**src/rtl/response_serializer.sv**
```systemverilog
// Read-response serializer: captures {RESP_CMD, addr, value} and streams it
// word by word (MSW first) over a valid/ready handshake toward the byte TX.
module response_serializer #(
   parameter int                    WORD_WIDTH  = 8,
   parameter int                    VALUE_WORDS = 4,
   parameter logic [WORD_WIDTH-1:0] RESP_CMD    = 8'h72
) (
   input  logic                              clk,
   input  logic                              i_reset,
   input  logic                              i_r_valid,
   input  logic [WORD_WIDTH-1:0]             i_addr,
   input  logic [WORD_WIDTH*VALUE_WORDS-1:0] i_value,
   output logic [WORD_WIDTH-1:0]             o_tx_data,
   output logic                              o_tx_dv,
   input  logic                              i_tx_ready,
   output logic                              o_busy,
   output logic                              o_done,
   output logic                              o_overrun
);

   localparam int FRAME_WORDS = VALUE_WORDS + 2;
   localparam int FW          = FRAME_WORDS * WORD_WIDTH;
   localparam int CW          = $clog2(VALUE_WORDS + 3);
   localparam logic [CW-1:0] LOAD_COUNT = CW'(FRAME_WORDS);

   typedef enum logic {IDLE, SEND} state_t;

   state_t          state, state_nxt;
   logic [FW-1:0]   shreg;
   logic [CW-1:0]   count;
   logic            done_q;
   logic            overrun_q;
   logic            last_word;

   assign last_word = (count == CW'(1));

   // State register and datapath.
   // NOTE: sequential state uses non-blocking assignments so every register
   // samples pre-edge values, independent of statement order.
   always_ff @(posedge clk) begin
      if (i_reset) begin
         state     <= IDLE;
         shreg     <= '0;
         count     <= '0;
         done_q    <= 1'b0;
         overrun_q <= 1'b0;
      end else begin
         state     <= state_nxt;
         done_q    <= 1'b0;
         overrun_q <= 1'b0;
         case (state)
            IDLE: begin
               if (i_r_valid) begin
                  shreg <= {RESP_CMD, i_addr, i_value};
                  count <= LOAD_COUNT;
               end
            end
            SEND: begin
               overrun_q <= i_r_valid;
               if (i_tx_ready) begin
                  shreg <= {shreg[FW-WORD_WIDTH-1:0], {WORD_WIDTH{1'b0}}};
                  count <= count - CW'(1);
                  done_q <= last_word;
               end
            end
            default: ;
         endcase
      end
   end

   // Next-state logic.
   // NOTE: defaulting state_nxt before the case keeps this purely combinational
   // (no latch) even on paths that do not assign it.
   always_comb begin
      state_nxt = state;
      case (state)
         IDLE:    if (i_r_valid) state_nxt = SEND;
         SEND:    if (i_tx_ready && last_word) state_nxt = IDLE;
         default: state_nxt = IDLE;
      endcase
   end

   // Outputs depend only on registered state; i_tx_ready never reaches o_tx_dv.
   always_comb begin
      o_tx_dv   = (state == SEND);
      o_busy    = (state == SEND);
      o_tx_data = (state == SEND) ? shreg[FW-1 -: WORD_WIDTH] : '0;
      o_done    = done_q;
      o_overrun = overrun_q;
   end

endmodule

```
**config.mk**
```make
export PLATFORM = sky130hd
export DESIGN_NAME = response_serializer
export DESIGN_NICKNAME = d
export VERILOG_FILES = /design/src/rtl/response_serializer.sv
export SDC_FILE = /design/constraint.sdc
export NUM_CORES = 1
export LEC_CHECK = 0
export BUFFER_PORTS_ARGS = -buffer_cell sky130_fd_sc_hd__buf_2
export CAP_MARGIN = 20
export CELL_PAD_IN_SITES_DETAIL_PLACEMENT = 0
export CELL_PAD_IN_SITES_GLOBAL_PLACEMENT = 1
export CORE_MARGIN = 4
export CORE_UTILIZATION = 30
export DETAILED_ROUTE_END_ITERATION = 8
export HOLD_SLACK_MARGIN = 0.15
export PLACE_DENSITY = 0.65
export SYNTH_ARGS = -nofsm -noshare
export SYNTH_HDL_FRONTEND = slang
export SYNTH_SLANG_ARGS = --single-unit
```
**constraint.sdc**
```tcl
create_clock -name clk -period 1.25 [get_ports clk]
set_input_delay 0.125 -clock clk [delete_from_list [all_inputs] [get_ports clk]]
set_output_delay 0.125 -clock clk [all_outputs]
set_load 0.01 [all_outputs]
```
==> results of run 1 <==
==> final cells by class <==
cell class / instances / area, sq um / share of cell area, %
Clock buffer: 7 / 86.33 / 2.462
Timing Repair Buffer: 93 / 802.0 / 22.87
Multi-Input combinational cell: 151 / 1383 / 39.42
Inverter: 4 / 15.01 / 0.4281
Clock inverter: 1 / 8.758 / 0.2497
Sequential cell: 54 / 1085 / 30.93
Tap cell: 102 / 127.6 / 3.639
==> worst max path at each step <==
stage,startpoint,end,cells after the start
2_1_floorplan,o_busy,shreg[10],4
3_3_place_gp,o_busy,shreg[4],3
3_5_place_dp,o_busy,shreg[6],3
4_1_cts,o_busy,shreg[15],5
5_1_grt,o_busy,shreg[41],4
6_report,o_busy,shreg[41],4
==> power breakdown <==
group	internal [W]	switching, W
combinational	0.000500	0.000431
sequential	0.00186	0.0000984
clock	0.000459	0.000579
total	0.00282	0.00111
==> synthesized netlist by cell type <==
cell	instances
mux2i_1	32
and4_1	1
mux2_4	1
a22oi_2	9
a311oi_1	1
a21oi_1	1
a211oi_2	20
a221oi_1	1
buf_1	1
inv_1	4
buf_4	2
clkbuf_1	3
nor2b_1	1
clkbuf_2	1
nand2_1	3
nor2_1	45
ha_1	2
and2_1	9
and3_1	1
o221a_1	1
a211oi_1	12
dfxtp_1	54
buf_8	1
buf_2	6
o221a_2	4
a22oi_1	3
mux2i_4	2
buf_6	7
nor2_2	1
==> cell usage in the layout (no fill, tap or decap), drive strengths merged <==
| cell | count |
|---|---|
| o221a | 5 |
| dlygate4sd3 | 12 |
| mux2 | 2 |
| a311oi | 1 |
| clkbuf | 8 |
| nor2b | 1 |
| nor2 | 46 |
| ha | 2 |
| a211oi | 32 |
| mux2i | 34 |
| dfxtp | 54 |
| a221oi | 1 |
| and3 | 1 |
| nand2 | 3 |
| inv | 5 |
| and4 | 1 |
| a22oi | 12 |
| buf | 80 |
| and2 | 9 |
| a21oi | 1 |
==> layer usage <==
| metal | vias to the layer above | wire (microns) |
|---|---|---|
| met2 | 36 | 2821 |
| met5 | - | 0 |
| met3 | 4 | 229 |
| li1 | 987 | - |
| met1 | 943 | 2941 |
| met4 | 0 | 44 |
==> logic make-up (layout without fill, tap and decap cells) <==
logic type / after synthesis / count (layout)
buffers and inverters: 25 / 105
adder cells (fa/ha/maj): 2 / 2
AND/OR/NAND/NOR: 61 / 61
multiplexers: 35 / 36
AO/OA/AOI/OAI: 52 / 52
flip-flops: 54 / 54
==> flip-flops by register name, indices dropped and copies added (netlist names) <==
signal     cells
count          3
o_done         1
o_overrun      1
o_busy         1
shreg         48
==> per-stage QoR <==
stage	utilization, %	area [sq um]
after floorplan	-	2480
after global placement	36.75	2899
after detailed placement	36.75	2899
after CTS	42.10	3321
after global routing	44.46	3507
final	44.46	3507
==> timing repair <==
action | CTS | global route
hold buffers | 12 | 0
buffers inserted | 7 | 1
pin swaps | 6 | 2
resized for setup | 34 | 36
gates cloned | 1 | 3
endpoints found under the setup margin | 55 | 56
hold endpoints to repair | 12 | 0
==> worst reg2reg max path: cells and delay by family (launching register included) <==
kind            cells  cell delay [ns]
buf+inv             2             0.28
mux                 1             0.37
flops               1             0.37
compound gates      1             0.23
==> summary.md, run 1 <==
| Metric | Value |
|---|---|
| Final setup viols | 42 |
| Least-Margin Pin Slew | roughly 0.33 ns |
| Crit path kind | reg -> reg |
| Leading area contributor after synthesis | dfxtp_1 |
| RSZ-0062 raised after global routing | true |
| GR Overflow Total | 0 |
| Final Slew Violations | 0 |
| Reg2reg end | shreg[41] |
| Antenna viol nets, final | 0 |
| Core area | 7888 sq um |
| Final Hold Fails | 0 |
| CP delay by family, top | flip-flops |
| H-tree Lvls | 2 |
| FF-to-FF Start | o_busy |
| Reg2Reg Depth | 4 |
| Netlist cell types | 29 |
| Largest family of logic cells by synthesized area | compound AO/OA/AOI/OAI gates |
| Crit path max fanout | 5 |
| Area Growth Syn to Fin | 41.49% |
| Std-Cell Rows | 32 |
| Total CTS buffers | 5 |
| Global-route wire length before repair | 9418 microns |
| NumNets Final | 355 |
| Worst path bufs/invs | 2 |
| DP Worst Slack | -0.2202 ns |
| Drt total wl | 6036 microns |
| Net Count, Synth | 275 |
| Register area share after synthesis | 43.61% |
| Data required time of the worst path | ~1.5 ns |
| PnR worst setup slack | -0.08646 ns |
| Final worst path period need | 1.336 ns |
| Avg Synthesized Cell Area | 10.82 sq um |
| Crit end category | flip-flop |
| DR pass1 iterations | 4 |
| Worst Path Arrival | 1.54 ns |
| Max cap viols | 0 |
| Post-Syn Area | 2479 sq um |
| Root Buffer | clkbuf_8 |
| Worst Hold Depth | 3 |
| Die W | roughly 100 microns |
| Met3 Use GR | 3.468% |
| Achievable Freq | 748.2 MHz |
| # IOs | 56 |
| Layout cells sized above 1 | ~54% |
| Via-to-Cell Ratio | 4.782 |
| Initial antenna violation count | 0 |
| Remaining DRCs | 0 |
| Simple-gate area share of the yosys netlist | 10.65% |
| Max_slew headroom | 78.05% |
| CP max stage cell | dfxtp_4 |
| Worst-skew pair later-pin latency | 0.31 ns |
| CTS tree | done |
| CP cell instances | buf_6 -> mux2_4 -> buf_4 -> o221a_2 |
| Antenna Cells | 0 |
| Die area | 9780 sq um |
| Placed cells | 380 |
| Fin Clk Skew | slightly below 0.004 ns |
| Number of global-route vias before repair | 1845 |
| Max incr delay on CP | around 0.37 ns |
| Effective utilization at floorplan | a little under a third |
| Yosys warnings | 0 |
| Post-Synthesis Cells | 229 |
| Synth Area in Compound Gates | between 20% and 30% |
| Gpl congestion | 0.7652 |
| Synth top area share | a little over two fifths |
| Total power draw | between 0.003 and 0.004 W |
| R2R Setup Slk | -0.09 ns |
| Post-synthesis xor/xnor area fraction | 0% |
| Violated checks | setup timing |
| Gr busiest metal | met2 |
| Post-synthesis mux area share | between 10% and 20% |
| Synth Area in Adders | 1.010% |
| Worst Hold Class | in -> reg |
| Hpwl dp | 4031 microns |
| IO Port Bufs | 55 |
| Synth area leaders | dfxtp_1, mux2i_1, a211oi_2, nor2_1, a22oi_2 |
| VDD IR-drop max | 446.9 uV |
| Worst hold endpoint | shreg[23] |
| Final worst path period share | 106.9% |
| Critical path launch point type | flip-flop |
| DIE HEIGHT | 98.90 microns |
| Hold Path Origin | i_value[23] |
| Outcome | finished with violations |
| Routed via count | around 2000 |
| Static Leak | ~1.4 nW |
| Met2 Use GR | 19.01% |
| Total track usage | between 10% and 20% |
| Met1 Use GR | 16.57% |
| Routed len/inst | around 15 microns |
| Final Instance Count excl. Fillers | 412 |
| Largest net degree at the start of global routing | 33 |
| Tightest hold margin | 0.1612 ns |
| Clock Pin Slew Worst Setup and Hold Paths | 0.10 ns |
| Num Clock Sinks | 54 |
| Power density cells | between 1000 and 1500 nW/um^2 |
| DR iter-0 viols | 42 |
| Worst-case clock buffer depth | 2 |
| Setup TNS | -1.622 ns |
| Fillers | between 700 and 800 |
| Number of synthesized register bits | 54 |
Note: power is estimated with default switching activity, not from simulation.
==> run 2, diff against run 1 <==
--- a/config.mk
+++ b/config.mk
@@ -10,10 +10,11 @@
 export CELL_PAD_IN_SITES_DETAIL_PLACEMENT = 0
 export CELL_PAD_IN_SITES_GLOBAL_PLACEMENT = 1
 export CORE_MARGIN = 4
-export CORE_UTILIZATION = 30
+export CORE_UTILIZATION = 37
 export DETAILED_ROUTE_END_ITERATION = 8
 export HOLD_SLACK_MARGIN = 0.15
-export PLACE_DENSITY = 0.65
+export PLACE_DENSITY = 0.76
+export SKIP_CTS_REPAIR_TIMING = 1
 export SYNTH_ARGS = -nofsm -noshare
 export SYNTH_HDL_FRONTEND = slang
 export SYNTH_SLANG_ARGS = --single-unit
==> run 2 against run 1 <==
Effect of this change:
- the run still ends with setup timing left
- sequential power barely moved
- first-iteration DRC count rose to 3.0 times the previous value
- combinational power rose by 3.0%
- die area fell by 17%
- critical path depth rose by 1
- wire length rose by 3.2%
- largest cell class unchanged
==> summary.md, run 2 (synthesis gave the netlist of run 1 again) <==
| Metric | Value |
|---|---|
| Outcome | finished with violations |
| Violated checks | setup timing |
| CP cell instances | buf_6 -> buf_8 -> buf_12 -> and2_4 -> buf_6 |
| Clock Pin Slew Worst Setup and Hold Paths | 0.10 ns (about the same) |
| DIE HEIGHT | 89.85 microns (-9.2%) |
| Crit path max fanout | 7 (+2) |
| Std-Cell Rows | 29 (-9.4%) |
| Effective utilization at floorplan | 38.59% (+7.2 points) |
| Worst-case clock buffer depth | 2 (unchanged) |
| Tightest hold margin | 0.1465 ns (-0.01470 ns) |
| CTS tree | done |
| Crit path kind | reg -> out |
| Worst-skew pair later-pin latency | 0.31 ns (about the same) |
| Area Growth Syn to Fin | 39.32% |
| Reg2reg end | shreg[15] |
| Num Clock Sinks | 54 (unchanged) |
| Number of global-route vias before repair | 1834 (-0.60%) |
| Root Buffer | clkbuf_8 |
| Final setup viols | 57 (+36%) |
| GR Overflow Total | 0 (unchanged) |
| Initial antenna violation count | 0 (unchanged) |
| Layout cells sized above 1 | 54.37% (+0.82 points) |
| Total CTS buffers | 5 (unchanged) |
| Worst path bufs/invs | 4 (+2) |
| Final Slew Violations | 0 (unchanged) |
| Worst hold endpoint | shreg[29] |
| Largest net degree at the start of global routing | 41 (+24%) |
| Antenna Cells | 0 (unchanged) |
| Final Hold Fails | 0 (unchanged) |
| R2R Setup Slk | -0.13 ns (-0.04 ns) |
| Total power draw | 0.003944 W (+0.41%) |
| Antenna viol nets, final | 0 (unchanged) |
| Core area | 6422 sq um (-19%) |
| H-tree Lvls | 2 (unchanged) |
| VDD IR-drop max | 563.5 uV (+26%) |
| IO Port Bufs | 55 (unchanged) |
| RSZ-0062 raised after global routing | true |
| Die area | 8072 sq um (-17%) |
| Setup TNS | -4.633 ns (-3.011 ns) |
| CP max stage cell | dfxtp_2 |
| Least-Margin Pin Slew | 0.3482 ns (+0.01968 ns) |
| DR iter-0 viols | 124 (+200%) |
| Largest Register | shreg |
| Max FFs per register | 48 (unchanged) |
| Fin Clk Skew | 0.01033 ns (+0.006478 ns) |
| Die W | 89.85 microns (-9.2%) |
| Data required time of the worst path | 1.12 ns (-0.34 ns) |
| Largest regs | shreg: 48 flops, count: 3 flops |
| Reg2Reg Depth | 6 (+2) |
| Most common cell after layout, fill and taps aside | buf_2 |
| Worst Hold Depth | 3 (unchanged) |
| Critical path launch point type | flip-flop |
| Remaining DRCs | 0 (unchanged) |
| # IOs | 56 (unchanged) |
| Achievable Freq | 709.8 MHz (-5.1%) |
| Final worst path period share | 112.7% (+5.8 points) |
| Worst path most repeated cell | buf_6 |
| Power density cells | 1142 nW/um^2 (+2.0%) |
| Final worst path period need | 1.409 ns (+0.07247 ns) |
| Crit end category | primary output |
| Total track usage | 13.33% (+1.2 points) |
| Routed via count | 1973 (+0.15%) |
| Max_slew headroom | 76.74% (-1.3 points) |
| FF-to-FF Start | o_busy |
| Max cap viols | 0 (unchanged) |
| Commonest non-fill, non-tap cells in the layout | buf_2, dfxtp_1, mux2i_1, a211oi_2, nor2_1 |
| CP delay by family, top | buffers and inverters |
| Static Leak | 1.422 nW (-0.22%) |
| Worst Path Arrival | 1.28 ns (-0.26 ns) |
| Drt total wl | 6230 microns (+3.2%) |
| Gpl congestion | 0.7187 (-6.1%) |
| Via-to-Cell Ratio | 5.111 (+6.9%) |
| Max incr delay on CP | 0.35 ns (-0.02 ns) |
| Global-route wire length before repair | 8935 microns (-5.1%) |
| DR pass1 iterations | 4 (unchanged) |
| PnR worst setup slack | -0.1589 ns (-0.07247 ns) |
| Routed len/inst | 16.14 microns (+10%) |
| Hold Path Origin | i_value[29] |
| Hpwl dp | 3644 microns (-9.6%) |
| Worst Hold Class | in -> reg |
| NumNets Final | 354 (-0.28%) |
==> run 2: layout make-up <==
| cell class | count | area (sq um) |
|---|---|---|
| Clock inverter | 2 | 12.51 |
| Clock buffer | 6 | 82.58 |
| Fill cell | 577 | 2969 |
| Sequential cell | 54 | 1082 |
| Multi-Input combinational cell | 150 | 1379 |
| Inverter | 4 | 15.01 |
| Timing Repair Buffer | 93 | 785.8 |
| Tap cell | 77 | 96.34 |
==> run 2: per-stage QoR <==
step           cells  util [%]  setup slack (ns)  area [sq um]
2_1_floorplan    229         -           0.02789          2480
3_3_place_gp     355     44.85           -0.1330          2880
3_5_place_dp     355     44.85           -0.1894          2880
4_1_cts          363     46.33           -0.3316          2975
5_1_grt          386     53.77           -0.2057          3453
6_report         386     53.77           -0.1589          3453
==> run 2: where the power goes <==
group | switching [W] | internal [W]
clock network | 0.000583 | 0.000447
logic | 0.000451 | 0.000507
registers | 0.0000948 | 0.00186
==> run 2: worst min-delay path: stages <==
cell and delay [ns]:
buf_2 0.10, mux2i_1 0.12, a211oi_1 0.08
==> run 2: layer usage <==
metal	track usage [%]	share of wire, %	vias up
met3	4.508	5.4	7
met4	3.831	0.58	0
li1	-	-	978
met1	18.11	47	946
met2	20.18	47	42
met5	0	0	-
==> run 2: worst max-delay path by stage <==
| stage | endpoint | slack (ns) | from | depth (start not counted) |
|---|---|---|---|---|
| 2_1_floorplan | shreg[10] | 0.03 | o_busy | 4 |
| 3_3_place_gp | shreg[5] | -0.13 | o_busy | 3 |
| 3_5_place_dp | shreg[0] | -0.19 | o_busy | 3 |
| 4_1_cts | o_tx_data[0] | -0.33 | o_busy | 5 |
| 5_1_grt | o_tx_data[0] | -0.21 | o_busy | 5 |
| 6_report | o_tx_data[0] | -0.16 | o_busy | 5 |
==> run 3, diff against run 2 <==
==> constraint.sdc (replaced) <==
create_clock -name clk -period 1.25 [get_ports clk]
set_input_delay 0.25 -clock clk [delete_from_list [all_inputs] [get_ports clk]]
set_output_delay 0.25 -clock clk [all_outputs]
set_load 0.01 [all_outputs]
==> run 3 against run 2 <==
Effect of this change:
- the flow still finishes with violations (setup timing)
- critical endpoint unchanged
- critical path depth decreased by 1
- highest routed layer unchanged
- total power is 0.23% lower
- cell count decreased by 4.4%
- wire length is 13% lower
- largest power group unchanged
- non-clock buffer count fell by 16
==> summary.md, run 3 (synthesis gave the netlist of run 1 again) <==
| Metric | Value |
|---|---|
| Outcome | finished with violations |
| Violated checks | setup timing |
| Worst Path Arrival | 1.17 ns (-0.11 ns) |
| Total CTS buffers | 5 (unchanged) |
| IO Port Bufs | 55 (unchanged) |
| Effective utilization at floorplan | 38.59% (unchanged) |
| Routed len/inst | 14.71 microns (-8.9%) |
| Fillers | 608 (+5.4%) |
| Gr busiest metal | met2 |
| Crit path max fanout | 8 (+1) |
| Data required time of the worst path | 1.00 ns (-0.12 ns) |
| Drt total wl | 5427 microns (-13%) |
| Worst-case clock buffer depth | 2 (unchanged) |
| Worst path most repeated cell | buf_6 |
| Met2 Use GR | 19.74% (-0.44 points) |
| Hpwl dp | 3647 microns (about the same) |
| DR pass1 iterations | 4 (unchanged) |
| Fin Clk Skew | 0.005354 ns (-0.004980 ns) |
| Antenna viol nets, final | 0 (unchanged) |
| Register area | 1082 sq um (unchanged) |
| Std-Cell Rows | 29 (unchanged) |
| Via-to-Cell Ratio | 5.057 (-1.1%) |
| DR iter-0 viols | 39 (-69%) |
| Static Leak | 1.318 nW (-7.3%) |
| Initial antenna violation count | 0 (unchanged) |
| Final worst path period share | 113.5% (+0.77 points) |
| Largest net degree at the start of global routing | 35 (-15%) |
| Routed via count | 1866 (-5.4%) |
| Largest Register | shreg |
| Num Clock Sinks | 54 (unchanged) |
| Total track usage | 12.92% (-0.41 points) |
| PnR worst setup slack | -0.1685 ns (-0.009580 ns) |
| CP cell instances | buf_6 -> buf_8 -> and2_4 -> buf_6 |
| Multi-input gate area | 1318 sq um (-4.4%) |
| Root Buffer | clkbuf_8 |
| CTS tree | done |
| Least-Margin Pin Slew | 0.3238 ns (-0.02440 ns) |
| Met3 Use GR | 4.090% (-0.42 points) |
| Core Util, Final | 49.50% (-4.3 points) |
| Met1 Use GR | 17.66% (-0.45 points) |
| Die area | 8072 sq um (unchanged) |
| Worst Hold Class | in -> reg |
| Crit end category | primary output |
| Number of global-route vias before repair | 1854 (+1.1%) |
| Layout cells sized above 1 | 50.00% (-4.4 points) |
| Max FFs per register | 48 (unchanged) |
| Core area | 6422 sq um (unchanged) |
| Crit path kind | reg -> out |
| Worst-skew pair later-pin latency | 0.30 ns (about the same) |
| Area Growth Syn to Fin | 28.27% |
| CP max stage cell | dfxtp_2 |
| Tightest hold margin | 0.1880 ns (+0.04147 ns) |
| Final worst path period need | 1.419 ns (+0.009580 ns) |
| Remaining DRCs | 0 (unchanged) |
| NumNets Final | 338 (-4.5%) |
| Achievable Freq | 705.0 MHz (-0.68%) |
| Largest regs | shreg: 48 flops, count: 3 flops |
| Max_slew headroom | 78.37% (+1.6 points) |
| Clock Pin Slew Worst Setup and Hold Paths | 0.09 ns (about the same) |
| Commonest non-fill, non-tap cells in the layout | dfxtp_1, buf_2, nor2_1, mux2i_1, a211oi_2 |
| GR Overflow Total | 0 (unchanged) |
| H-tree Lvls | 2 (unchanged) |
| DP Worst Slack | -0.2228 ns (-0.03346 ns) |
| # IOs | 56 (unchanged) |
| DIE HEIGHT | 89.85 microns (unchanged) |
| RSZ-0062 raised after global routing | true |
| Gpl congestion | 0.7344 (+2.2%) |
| VDD IR-drop max | 972.5 uV (+73%) |
| Final setup viols | 45 (-21%) |
| Power density cells | 1238 nW/um^2 (+8.4%) |
| Critical path launch point type | flip-flop |
| Die W | 89.85 microns (unchanged) |
| Max incr delay on CP | 0.35 ns (about the same) |
| Final Hold Fails | 0 (unchanged) |
| Max cap viols | 0 (unchanged) |
| Final Slew Violations | 0 (unchanged) |
| Antenna Cells | 0 (unchanged) |
| Global-route wire length before repair | 8707 microns (-2.6%) |
[run 3: changes by cell type in the layout (fill, tap and decap cells not counted), sizes merged]
cell	delta
buf	-3
bufinv	+1
clkbuf	-4
clkinv	-1
clkinvlp	-1
dlygate4sd3	-9
[run 3: power by group]
group	internal [W]	switching [W]
Clock	0.000641	0.000538
Sequential	0.00186	0.0000854
Combinational	0.000410	0.000399
[run 3: layout make-up]
cell class / instances / area share, %
clock inverters: 1 / 0.9445
flip-flops and latches: 54 / 34.04
repair buffers: 77 / 17.47
multi-input cells: 150 / 41.44
well taps: 77 / 3.030
inverters: 4 / 0.4723
clock buffers: 6 / 2.597
[run 3: per-layer routing]
layer  up-vias  wire [microns]
li1        942               -
met3         2             339
met5         -               0
met1       873            2620
met2        49            2442
met4         0              23
[run 3: critical path: cells and delay by family (launching register included)]
family | cells | cell delay [ns]
buf+inv | 3 | 0.36
simple gates | 1 | 0.16
flops | 1 | 0.35
[run 3: worst paths after layout]
path                   from      endpoint  slack, ns  cells after the start
setup / recovery     o_busy  o_tx_data[0]      -0.17                      4
setup reg to reg     o_busy     shreg[45]      -0.12                      4
hold reg to reg   shreg[42]     shreg[42]       0.50                      2
hold / removal      i_reset     shreg[42]       0.19                      2
[run 3: metrics by stage]
step | cell area (sq um) | setup TNS, ns | total power [W] | cells
after floorplan | 2480 | 0 | 0.002481 | 229
after global placement | 2875 | -3.741 | 0.002677 | 356
after detailed placement | 2875 | -4.180 | 0.002692 | 356
after CTS | 2988 | -5.560 | 0.003871 | 363
after global routing | 3179 | -6.505 | 0.004134 | 369
final | 3179 | -3.545 | 0.003935 | 369
